[config.mk]
export PLATFORM = sky130hd
export DESIGN_NAME = xilinx_assignment3
export DESIGN_NICKNAME = d
export VERILOG_FILES = /design/src/rtl/xilinx_assignment3.sv
export SDC_FILE = /design/constraint.sdc
export NUM_CORES = 1
export LEC_CHECK = 0
export BUFFER_PORTS_ARGS = -buffer_cell sky130_fd_sc_hd__buf_2
export CAP_MARGIN = 20
export CORE_MARGIN = 8
export CORE_UTILIZATION = 64
export CTS_CLUSTER_DIAMETER = 40
export DETAILED_ROUTE_END_ITERATION = 12
export GPL_TIMING_DRIVEN = 0
export PLACE_DENSITY = 0.89
export SYNTH_ARGS = -nofsm -noshare
export SYNTH_HDL_FRONTEND = slang
export SYNTH_SLANG_ARGS = --single-unit
[constraint.sdc]
create_clock -name clk -period 13.4 [get_ports clk]
set_clock_uncertainty 0.05 [all_clocks]
set_input_delay 1.34 -clock clk [delete_from_list [all_inputs] [get_ports clk]]
set_output_delay 1.34 -clock clk [all_outputs]
set_load 0.05 [all_outputs]
[src/rtl/xilinx_assignment3.sv]
// 1-D convolution demo: internal ramp/LFSR producer feeding a 4-tap FIR, one-cycle latency, ready drops for one stall cycle per 16-sample packet.
// Define CONV_SATURATE_EN to clamp overflowing Y to 0xFFFF; otherwise Y keeps the low 16 bits.
module xilinx_assignment3 (
  input  logic        clk,
  input  logic        Reset_in,
  input  logic        Test,
  output logic        Test_Result,
  output logic        valid,
  output logic        invalid,
  output logic        finish,
  output logic        packet_Done,
  output logic        reset,
  output logic        ready,
  output logic [15:0] Y,
  output logic [15:0] HS_out,
  output logic [8:0]  count,
  output logic [3:0]  count1,
  output logic [15:0] avrg
);

  typedef enum logic [1:0] {RUN, STALL, DONE} state_t;

  state_t      state_q, state_d;
  logic        reset_q, mode_q, inv_q, pd_q, result_q;
  logic [15:0] lfsr_q, x1_q, x2_q, x3_q, y_q, avrg_q, csum_q;
  logic [19:0] acc_q;
  logic [8:0]  count_q;
  logic [3:0]  count1_q;

  logic [15:0] sample, y_new, csum_new;
  logic [18:0] sum19;
  logic [19:0] acc_new;
  logic        xfer, ovf, last_in_pkt, last_all, lfsr_fb;

  assign sample      = mode_q ? {8'h00, count_q[7:0]} : lfsr_q;
  assign valid       = !reset_q && (state_q != DONE);
  assign ready       = !reset_q && (state_q == RUN);
  assign xfer        = valid && ready;
  assign last_in_pkt = (count1_q == 4'd15);
  assign last_all    = (count_q == 9'd255);
  assign lfsr_fb     = lfsr_q[0] ^ lfsr_q[2] ^ lfsr_q[3] ^ lfsr_q[5];

  // Taps 1,2,2,1; the delay line holds zeros right after reset so x[<0] = 0.
  assign sum19 = {3'b000, sample} + {2'b00, x1_q, 1'b0}
               + {2'b00, x2_q, 1'b0} + {3'b000, x3_q};
  assign ovf   = |sum19[18:16];

`ifdef CONV_SATURATE_EN
  assign y_new = ovf ? 16'hFFFF : sum19[15:0];
`else
  assign y_new = sum19[15:0];
`endif

  assign acc_new  = acc_q + {4'h0, y_new};
  assign csum_new = csum_q + y_new;

  always_comb begin
    state_d = state_q;
    case (state_q)
      RUN:     if (xfer && last_in_pkt) state_d = last_all ? DONE : STALL;
      STALL:   state_d = RUN;
      DONE:    state_d = DONE;
      default: state_d = RUN;
    endcase
  end

  always_ff @(posedge clk) begin
    if (Reset_in) begin
      state_q  <= RUN;
      reset_q  <= 1'b1;
      mode_q   <= Test;
      lfsr_q   <= 16'hACE1;
      x1_q     <= '0;
      x2_q     <= '0;
      x3_q     <= '0;
      y_q      <= '0;
      avrg_q   <= '0;
      csum_q   <= '0;
      acc_q    <= '0;
      count_q  <= '0;
      count1_q <= '0;
      inv_q    <= 1'b0;
      pd_q     <= 1'b0;
      result_q <= 1'b0;
    end else begin
      state_q <= state_d;
      reset_q <= 1'b0;
      inv_q   <= 1'b0;
      pd_q    <= 1'b0;
      if (xfer) begin
        x1_q     <= sample;
        x2_q     <= x1_q;
        x3_q     <= x2_q;
        lfsr_q   <= {lfsr_fb, lfsr_q[15:1]};
        y_q      <= y_new;
        inv_q    <= ovf;
        csum_q   <= csum_new;
        count_q  <= count_q + 9'd1;
        count1_q <= count1_q + 4'd1;
        if (last_in_pkt) begin
          avrg_q <= acc_new[19:4];
          acc_q  <= '0;
          pd_q   <= 1'b1;
        end else begin
          acc_q <= acc_new;
        end
        if (last_all) result_q <= mode_q && (csum_new == 16'hF40E);
      end
    end
  end

  assign HS_out      = reset_q ? 16'h0000 : sample;
  assign finish      = (state_q == DONE);
  assign Test_Result = finish && result_q;
  assign invalid     = inv_q;
  assign packet_Done = pd_q;
  assign reset       = reset_q;
  assign Y           = y_q;
  assign avrg        = avrg_q;
  assign count       = count_q;
  assign count1      = count1_q;

endmodule

==> flow_summary.toml, run 1 <==
[status]
status = "completed"

[synthesis]
ys.warnings.count = 0
synth_top_family_by_area = "simple AND/OR/NAND/NOR gates"
synthAdderAreaFrac_pct = 15.5
synthesis.area_um2 = 8650
synth-simple-area-share_pct = 19.6
synth_top_area_share_pct = 35.0
syn_area_per_cell_um2 = 8.04
synth_seq_area_share_pct = 35.3
syn_inst = 1076
synthTopCellsByArea = "dfxtp_1 (35%), nand2_1 (8.2%), fa_1 (7.9%)"
syn-num-nets = 1166
synthMuxAreaShare_pct = 1.16
synth-edff-count = 1
synth-compound-area-share_pct = 17.2
synth-seq-cells = 152
ys_types = 54
synth_top_area_cell = "dfxtp_1"
async_reset_ff_share_pct = 0
synth_xor_area_share_pct = 5.27
synth_flop_cell = "dfxtp_1"

[detailed_routing]
route.detailed.drc = 0
vias_per_cell = 5.94
vias = 8041
drtIter0Drc = 901
ant_nets = 0
dr.pass1.iters = 6
avgRoutedWirePerCell_um = 17.9
wl_mm = 24.3

[cts]
cts.sinks = 152
clock_latency_ns = 0.44
ctsRootBufferMaster = "clkbuf_16"
postCtsSetupRepairBufs = 0
cts_tree = "done"
clock_path_buffers = 2
cts_max_level = 4
cts.clk_slew.worst_paths_ns = 0.06
cts_resized = 0
ctsHoldBuffers = 0
cts_buffers = 17

[sta]
holdWs_ns = 0.399
finalHoldViolations = 0
drv_slew = 0
slew_headroom_pct = 43.5
min_period_ns = 6.38
fin_crit_sh_pct = 47.6
rsz0062_at_grt = "no"
tightest_slew_ns = 0.842
timing.final.ws_setup_ns = 7.02
max_freq_mhz = 157
setup_tns_ns = 0
setup_viol = 0

[placement]
dp_slack_ns = 7.13
post-dp-hpwl_mm = 17.6
numPortBuffers = 70
post_dp_cell_area_um2 = 9220
place_congestion = 0.913

[critical_path]
required_ns = 13.68
cp-start-kind = "register"
worstPathArrival_ns = 6.66
cp-end-kind = "register"
path_max_fanout = 10
path_class = "reg2reg"

[grt]
grt_use_total_pct = 27.6
grt_pass1_vias = 7761
antenna_found_initial = 0
grt_max_degree = 17
grt-ovfl-total = 0
grt_pass1_wl_mm = 38.9

[final_layout]
n_antenna_cell = 0
layout-drive-gt1-share_pct = 9.51
area_delta_synth_final_pct = 13.7
fin_nets = 1255
design_area_um2 = 9830

[die]
coreArea_um2 = 13200
chipHeight_um = 132
die_x_um = 132
io_pins = 71
initial_core_util_pct = 65.3
die_area_um2 = 17500
rows = 42

[pwr]
p_int_w = 0.000956
swShare_pct = 36.0
ir_worst_vdd_uv = 102
comb_power_share_pct = 31.8
power_density_nw_per_um2 = 152
power_frac_clock_pct = 33.7
p_leak_nw = 4.23
seq_power_share_pct = 34.5
p_sw_w = 0.000538

[run]
drv_cap = 0

[min_path]
hold_path_class = "reg2reg"
## cell families (layout without fill, tap and decap cells)
group           after synthesis  after routing
compound gates              243            243
xor+xnor                     52             52
fa+ha+maj                    87             87
buf+inv                     135            237
flops                       152            152
mux                          10             10
simple gates                397            397
## Yosys cell counts, drive strengths merged (10+ instances only)
library cell,n
a211oi,21
a21oi,128
a22oi,14
clkbuf,43
dfxtp,151
fa,34
ha,53
inv,86
mux2i,10
nand2,188
nand2b,11
nand3,25
nor2,115
nor3,14
o21ai,23
xnor2,36
xor2,16
## power groups by stage
stage | Sequential, W | Clock, W | Combinational, W
floorplan | 0.000542 | 0 | 0.000337
global placement | 0.000522 | 0 | 0.000442
detailed placement | 0.000523 | 0 | 0.000457
CTS | 0.000514 | 0.000503 | 0.000465
global route | 0.000519 | 0.000523 | 0.000518
finish | 0.000516 | 0.000504 | 0.000475
## stage by stage
stage | std cells | total power (W) | util [%]
2_1_floorplan | 1076 | 0.000878 | -
3_3_place_gp | 1322 | 0.000965 | 69.6
3_5_place_dp | 1322 | 0.000980 | 69.6
4_1_cts | 1354 | 0.00148 | 74.2
5_1_grt | 1354 | 0.00156 | 74.2
6_report | 1354 | 0.00149 | 74.2
## cell usage in the layout (no fill, tap or decap), types with 23 or more instances in the layout
cell type / netlist / routed
fa_1: 34 / 34
dfxtp_1: 151 / 151
nand2_1: 188 / 188
inv_1: 86 / 86
buf_2: 0 / 70
nand3_1: 25 / 25
clkbuf_1: 43 / 43
a21oi_1: 128 / 128
xnor2_1: 36 / 36
ha_1: 53 / 53
o21ai_0: 23 / 23
nor2_1: 115 / 115
## cell type report
cell class / count / area, um2
tap: 176 / 220
clock buffer: 17 / 425
multi-input combinational: 789 / 5090
buffer: 49 / 184
fill: 948 / 3410
clock inverter: 15 / 188
inverter: 86 / 323
timing repair buffer: 70 / 350
sequential: 152 / 3050
## registers in the layout (all words and copies together) (netlist names), 4 cells and up
| register | cells |
|---|---|
| acc_q | 20 |
| Y | 16 |
| avrg | 16 |
| csum_q | 16 |
| lfsr_q | 16 |
| x1_q | 16 |
| x2_q | 16 |
| x3_q | 16 |
| count | 9 |
| count1 | 4 |
## routing by layer
| layer | GRT usage [%] | routed length, um | vias up |
|---|---|---|---|
| met5 | 0 | 0 | - |
| met3 | 8.77 | 2720 | 71 |
| met1 | 33.5 | 9660 | 3772 |
| met2 | 43.9 | 11100 | 404 |
| met4 | 12.7 | 841 | 0 |
| li1 | - | - | 3794 |
## worst paths after layout
kind / start / end / slack, ns / cells past startpoint
worst min-delay path: avrg[5]$_SDFFE_PP0P_ / avrg[5]$_SDFFE_PP0P_ / 0.40 / 2
worst max register to register: mode_q$_DFFE_PP_ / result_q$_SDFFE_PP0P_ / 7.02 / 21
worst min register to register: avrg[5]$_SDFFE_PP0P_ / avrg[5]$_SDFFE_PP0P_ / 0.40 / 2
worst max-delay path: mode_q$_DFFE_PP_ / result_q$_SDFFE_PP0P_ / 7.02 / 21
## critical path: stages (launching register included)
cell	delay (ns)
edfxtp_1	0.33
clkbuf_1	0.34
buf_1	0.56
mux2i_1	0.49
inv_1	0.13
fa_1	0.50
ha_1	0.26
fa_1	0.42
a21o_1	0.20
a21oi_1	0.26
o21ai_0	0.12
nor2_1	0.12
xnor2_1	0.34
ha_1	0.41
a21o_1	0.20
a211oi_2	0.34
o32a_1	0.22
a31oi_1	0.09
or3_1	0.36
a31oi_1	0.22
xnor2_1	0.09
a31o_1	0.23
No activity file was read; power rests on OpenSTA's default activity.
==> inputs of run 2 (changes only) <==
--- a/config.mk
+++ b/config.mk
@@ -8,11 +8,11 @@
 export BUFFER_PORTS_ARGS = -buffer_cell sky130_fd_sc_hd__buf_2
 export CAP_MARGIN = 20
 export CORE_MARGIN = 8
-export CORE_UTILIZATION = 64
+export CORE_UTILIZATION = 55
 export CTS_CLUSTER_DIAMETER = 40
 export DETAILED_ROUTE_END_ITERATION = 12
 export GPL_TIMING_DRIVEN = 0
-export PLACE_DENSITY = 0.89
+export PLACE_DENSITY = 0.82
 export SYNTH_ARGS = -nofsm -noshare
 export SYNTH_HDL_FRONTEND = slang
 export SYNTH_SLANG_ARGS = --single-unit
==> constraint.sdc (replaced) <==
create_clock -name clk -period 5.59 [get_ports clk]
set_clock_uncertainty 0.05 [all_clocks]
set_input_delay 0.559 -clock clk [delete_from_list [all_inputs] [get_ports clk]]
set_output_delay 0.559 -clock clk [all_outputs]
set_load 0.05 [all_outputs]
==> flow_summary.toml, run 2 (same netlist as run 1, synthesis figures left out) <==
[status]
status = "completed"

[final_layout]
final_cell_mix = "nand2_1 (188), dfxtp_1 (151), a21oi_1 (127)"
layout-drive-gt1-share_pct = 10.4
n_antenna_cell = 0
final_util_pct = 63.5
top_register = "acc_q"
design_area_um2 = 9910
largest_reg_flops = 20
area_delta_synth_final_pct = 14.5
final_common_cell = "nand2_1"
fin_nets = 1255

[die]
coreArea_um2 = 15600
die_area_um2 = 20000
rows = 46
initial_core_util_pct = 55.4
die_x_um = 141
io_pins = 71
chipHeight_um = 141

[sta]
setup_tns_ns = 0
min_period_ns = 5.36
fin_crit_sh_pct = 95.9
rsz0062_at_grt = "no"
finalHoldViolations = 0
drv_slew = 0
tightest_slew_ns = 0.804
slew_headroom_pct = 46.3
max_freq_mhz = 186
setup_viol = 0
timing.final.ws_setup_ns = 0.228

[min_path]
hold_path_class = "in2reg"
whs_path_depth = 1

[run]
drv_cap = 0

[cts]
cts.clk_slew.worst_paths_ns = 0.06
clock_path_buffers = 2
clock_latency_ns = 0.44
cts.sinks = 152
ctsHoldBuffers = 0
ctsRootBufferMaster = "clkbuf_16"
cts_max_level = 4
cts_buffers = 17
cts_tree = "done"

[detailed_routing]
wl_mm = 23.8
avgRoutedWirePerCell_um = 17.1
vias = 7966
drtIter0Drc = 617
route.detailed.drc = 0
ant_nets = 0
dr.pass1.iters = 8
vias_per_cell = 5.71

[placement]
numPortBuffers = 70
place_congestion = 0.905
post_dp_cell_area_um2 = 9270
post-dp-hpwl_mm = 17.6
dp_slack_ns = -0.619

[grt]
grt_pass1_vias = 7649
grt-ovfl-total = 0
grt_pass1_wl_mm = 38.4
grt_use_total_pct = 24.3
antenna_found_initial = 0
grt_max_degree = 17

[critical_path]
path_max_fanout = 10
path_class = "reg2reg"
cp-end-kind = "register"
reg2reg_depth = 20
worstPathArrival_ns = 5.65
required_ns = 5.88
cp-start-kind = "register"

[pwr]
finalPower_w = 0.00351
p_leak_nw = 4.23
ir_worst_vdd_uv = 233
power_density_nw_per_um2 = 354
[run 2: cell count changes in the layout (fill, tap and decap cells not counted), moves of 2 or more]
cell,delta
bufinv_16,-2
xnor2_1,-2
mux2i_1,-4
buf_4,+2
clkinv_2,+3
mux2i_2,+3
inv_6,-3
xnor2_2,+2
[run 2: timing repair]
| item | CTS | global route |
|---|---|---|
| buffers inserted | 1 | 0 |
| pin swaps | 0 | 0 |
| endpoints found under the setup margin | 22 | 10 |
| gates cloned | 0 | 0 |
| resized for setup | 3 | 8 |
[run 2: worst paths after layout]
kind / to / startpoint / slack [ns]
min: reset$_DFF_P_ / Reset_in / 0.21
min reg2reg: avrg[5]$_SDFFE_PP0P_ / avrg[5]$_SDFFE_PP0P_ / 0.40
max: result_q$_SDFFE_PP0P_ / mode_q$_DFFE_PP_ / 0.23
max reg2reg: result_q$_SDFFE_PP0P_ / mode_q$_DFFE_PP_ / 0.23
[run 2: layout make-up]
| type | count | area (um2) |
|---|---|---|
| Sequential cell | 152 | 3050 |
| Tap cell | 216 | 270 |
| Buffer | 48 | 184 |
| Clock buffer | 19 | 464 |
| Inverter | 86 | 323 |
| Timing Repair Buffer | 71 | 358 |
| Multi-Input combinational cell | 789 | 5140 |
| Clock inverter | 13 | 118 |
| Fill cell | 1294 | 5690 |
[run 2: metrics by stage]
stage | std cells | hold slack [ns]
6_report | 1394 | 0.212
5_1_grt | 1394 | 0.206
4_1_cts | 1394 | 0.204
3_5_place_dp | 1362 | 0.393
3_3_place_gp | 1362 | 0.391
2_1_floorplan | 1076 | 0.386
[run 2: metal layers]
layer | wire (um) | vias to the layer above | part of all wire [%] | GRT usage [%]
met2 | 10800 | 373 | 45 | 39.0
met4 | 800 | 0 | 3.4 | 10.9
li1 | - | 3793 | - | -
met1 | 9870 | 3733 | 41 | 30.1
met3 | 2330 | 67 | 9.8 | 6.72
met5 | 0 | - | 0 | 0
[run 2: power breakdown]
group          total (W)  internal (W)  switching (W)
clock network    0.00114      0.000653       0.000491
registers        0.00124       0.00117      0.0000619
logic            0.00113      0.000412       0.000718
total            0.00351       0.00224        0.00127
[run 2: critical path, cell delays in order (launching register included)]
cell and delay (ns):
edfxtp_1 0.42, buf_4 0.26, mux2i_4 0.30, inv_1 0.10
fa_1 0.48, ha_1 0.25, fa_1 0.42, a21o_1 0.21
a21oi_2 0.19, o21ai_0 0.10, nor2_1 0.17, xnor2_2 0.22
ha_1 0.36, a21o_1 0.20, a211oi_2 0.32, o32a_1 0.23
a31oi_1 0.09, or3_1 0.36, a31oi_1 0.22, xnor2_1 0.09
a31o_1 0.23
==> inputs of run 3 (changes only) <==
--- a/config.mk
+++ b/config.mk
@@ -5,6 +5,7 @@
 export SDC_FILE = /design/constraint.sdc
 export NUM_CORES = 1
 export LEC_CHECK = 0
+export ABC_AREA = 1
 export BUFFER_PORTS_ARGS = -buffer_cell sky130_fd_sc_hd__buf_2
 export CAP_MARGIN = 20
 export CORE_MARGIN = 8
==> flow_summary.toml, run 3 <==
[cts]
cts_buffers = 17
ctsRootBufferMaster = "clkbuf_16"
cts_tree = "done"
cts_max_level = 4
ctsHoldBuffers = 0
postCtsSetupRepairBufs = 0
clock_latency_ns = 0.44
clock_path_buffers = 2
cts.sinks = 152
cts.clk_slew.worst_paths_ns = 0.07

[sta]
drv_slew = 0
rsz0062_at_grt = "no"
tightest_slew_ns = 0.820
slew_headroom_pct = 44.8
finalHoldViolations = 0
max_freq_mhz = 189
setup_viol = 0
setup_tns_ns = 0
fin_crit_sh_pct = 94.4
min_period_ns = 5.28

[critical_path]
cpMaxStageDelayCell = "edfxtp_1"
crit_chain = "clkbuf_2, o21ai_1, inv_1, fa_1, ha_1, fa_1, nand3_1, nand2_1, a21boi_1, o21ai_0, xor2_2, ha_1, a21oi_1, o21ai_0, a21oi_1, nand3_1, or2_1, nand2_1, nand2_1, o211ai_1, inv_1"
cp-end-kind = "register"
worstPathArrival_ns = 5.56
cp-start-kind = "register"
cpPeakStageDelay_ns = 0.53
cp_top_family = "adder cells"
path_common_cell = "nand2_1"
critPathBufInv = 3
path_class = "reg2reg"
required_ns = 5.87
path_max_fanout = 10

[final_layout]
area_delta_synth_final_pct = 13.3
n_antenna_cell = 0
largest_reg_flops = 20
layout-drive-gt1-share_pct = 10.6
final_cell_mix = "nand2_1 (227), inv_1 (195), nor2_1 (160)"
final_util_pct = 63.0
fin_nets = 1448
final_common_cell = "nand2_1"
top_register = "acc_q"

[pwr]
swShare_pct = 45.4
p_leak_nw = 5.21
ir_worst_vdd_uv = 254
power_frac_clock_pct = 24.1
seq_power_share_pct = 27.5
power_density_nw_per_um2 = 461
finalPower_w = 0.00475
comb_power_share_pct = 48.3
p_sw_w = 0.00215
p_int_w = 0.00259

[grt]
antenna_found_initial = 0
grt-ovfl-total = 0
grt_use_total_pct = 25.1
grt_pass1_vias = 8325
grt_pass1_wl_mm = 41.1
grt_max_degree = 17

[synthesis]
synth_flop_cell = "dfxtp_1"
synth-edff-count = 1
synth_common_cells = "nand2_1 (227), inv_1 (195), nor2_1 (160)"
ys_types = 46
syn_inst = 1270
synth_seq_area_share_pct = 33.6
synthesis.area_um2 = 9090
synth_top_area_cell = "dfxtp_1"
async_reset_ff_share_pct = 0
synthTopCellsByArea = "dfxtp_1 (33%), nand2_1 (9.4%), inv_1 (8.1%)"
synth_top_area_share_pct = 33.3
synth-seq-cells = 152
syn-num-nets = 1360
ys.warnings.count = 0
syn_area_per_cell_um2 = 7.15
synth.most_common_cell = "nand2_1"

[min_path]
hold_path_class = "in2reg"

[die]
initial_core_util_pct = 55.6
die_x_um = 145
chipHeight_um = 145
io_pins = 71
die_area_um2 = 20900
rows = 47
coreArea_um2 = 16300

[detailed_routing]
vias_per_cell = 5.44
ant_nets = 0
dr.pass1.iters = 5
vias = 8661
wl_mm = 25.5
drtIter0Drc = 798
avgRoutedWirePerCell_um = 16.0
route.detailed.drc = 0

[status]
status = "completed"

[placement]
post-dp-hpwl_mm = 18.9
numPortBuffers = 70
place_congestion = 0.941

[run]
drv_cap = 0
## run 3: per-stage QoR
step | setup WS (ns) | instance area, um2 | hold WS, ns | cells
after CTS | 0.0294 | 10300 | 0.196 | 1592
after global placement | 0.133 | 9710 | 0.407 | 1560
final | 0.311 | 10300 | 0.201 | 1591
after detailed placement | 0.102 | 9710 | 0.415 | 1560
after floorplan | 1.27 | 9090 | 0.394 | 1270
after global routing | 0.0328 | 10300 | 0.199 | 1591
## run 3: power groups by stage
stage	registers [W]	logic, W	clock network, W
6_report	0.00131	0.00229	0.00115
5_1_grt	0.00132	0.00255	0.00119
4_1_cts	0.00130	0.00226	0.00115
3_5_place_dp	0.00133	0.00222	0
3_3_place_gp	0.00132	0.00218	0
2_1_floorplan	0.00139	0.00165	0
## run 3: worst reg2reg max path, cell delays in order, from the launching register on
cell	delay [ns]
edfxtp_1	0.53
clkbuf_2	0.26
o21ai_1	0.35
inv_1	0.12
fa_1	0.49
ha_1	0.27
fa_1	0.42
nand3_1	0.10
nand2_1	0.12
a21boi_1	0.23
o21ai_0	0.21
xor2_2	0.35
ha_1	0.35
a21oi_1	0.24
o21ai_0	0.14
a21oi_1	0.21
nand3_1	0.21
or2_1	0.29
nand2_1	0.06
nand2_1	0.04
o211ai_1	0.08
inv_1	0.05
## run 3: routing by layer
metal  GRT usage [%]  vias to the layer above  routed length, um
met2            39.9                      373              11300
met3            5.38                       48               2140
li1                -                     4246                  -
met5               0                        -                  0
met4            9.64                        0                679
met1            32.8                     3994              11300
## run 3: cells by family (layout without fill, tap and decap cells)
logic type	after synthesis	count (layout)	synth area share, %
and+or+nand+nor	491	491	22.4
buffers and inverters	246	347	10.5
xor gates and xnor gates	28	28	2.70
DFF	152	152	33.6
AOI/OAI and AO/OA	266	266	16.0
adders and majority gates	87	87	14.8
## run 3: area by class of cell
| class | count | area (um2) |
|---|---|---|
| fillers | 1480 | 6060 |
| clock inverters | 14 | 125 |
| repair buffers | 70 | 350 |
| plain buffers | 47 | 209 |
| clock buffers | 18 | 450 |
| well taps | 220 | 275 |
| flip-flops and latches | 152 | 3050 |
| multi-input cells | 872 | 5090 |
| inverters | 198 | 743 |
## run 3: repair_timing
item                       4_1_cts  5_1_grt
setup endpoints to repair        0       16
hold endpoints to repair         0        0
gates resized for setup          0        5
## run 3: path summary, 6_finish.rpt
kind	start	slack, ns	cells after the start	endpoint
setup / recovery	mode_q$_DFFE_PP_	0.31	21	avrg[13]$_SDFFE_PP0P_
setup reg to reg	mode_q$_DFFE_PP_	0.31	21	avrg[13]$_SDFFE_PP0P_
hold reg to reg	acc_q[7]$_SDFFE_PP0P_	0.42	2	acc_q[7]$_SDFFE_PP0P_
hold / removal	Reset_in	0.20	1	reset$_DFF_P_
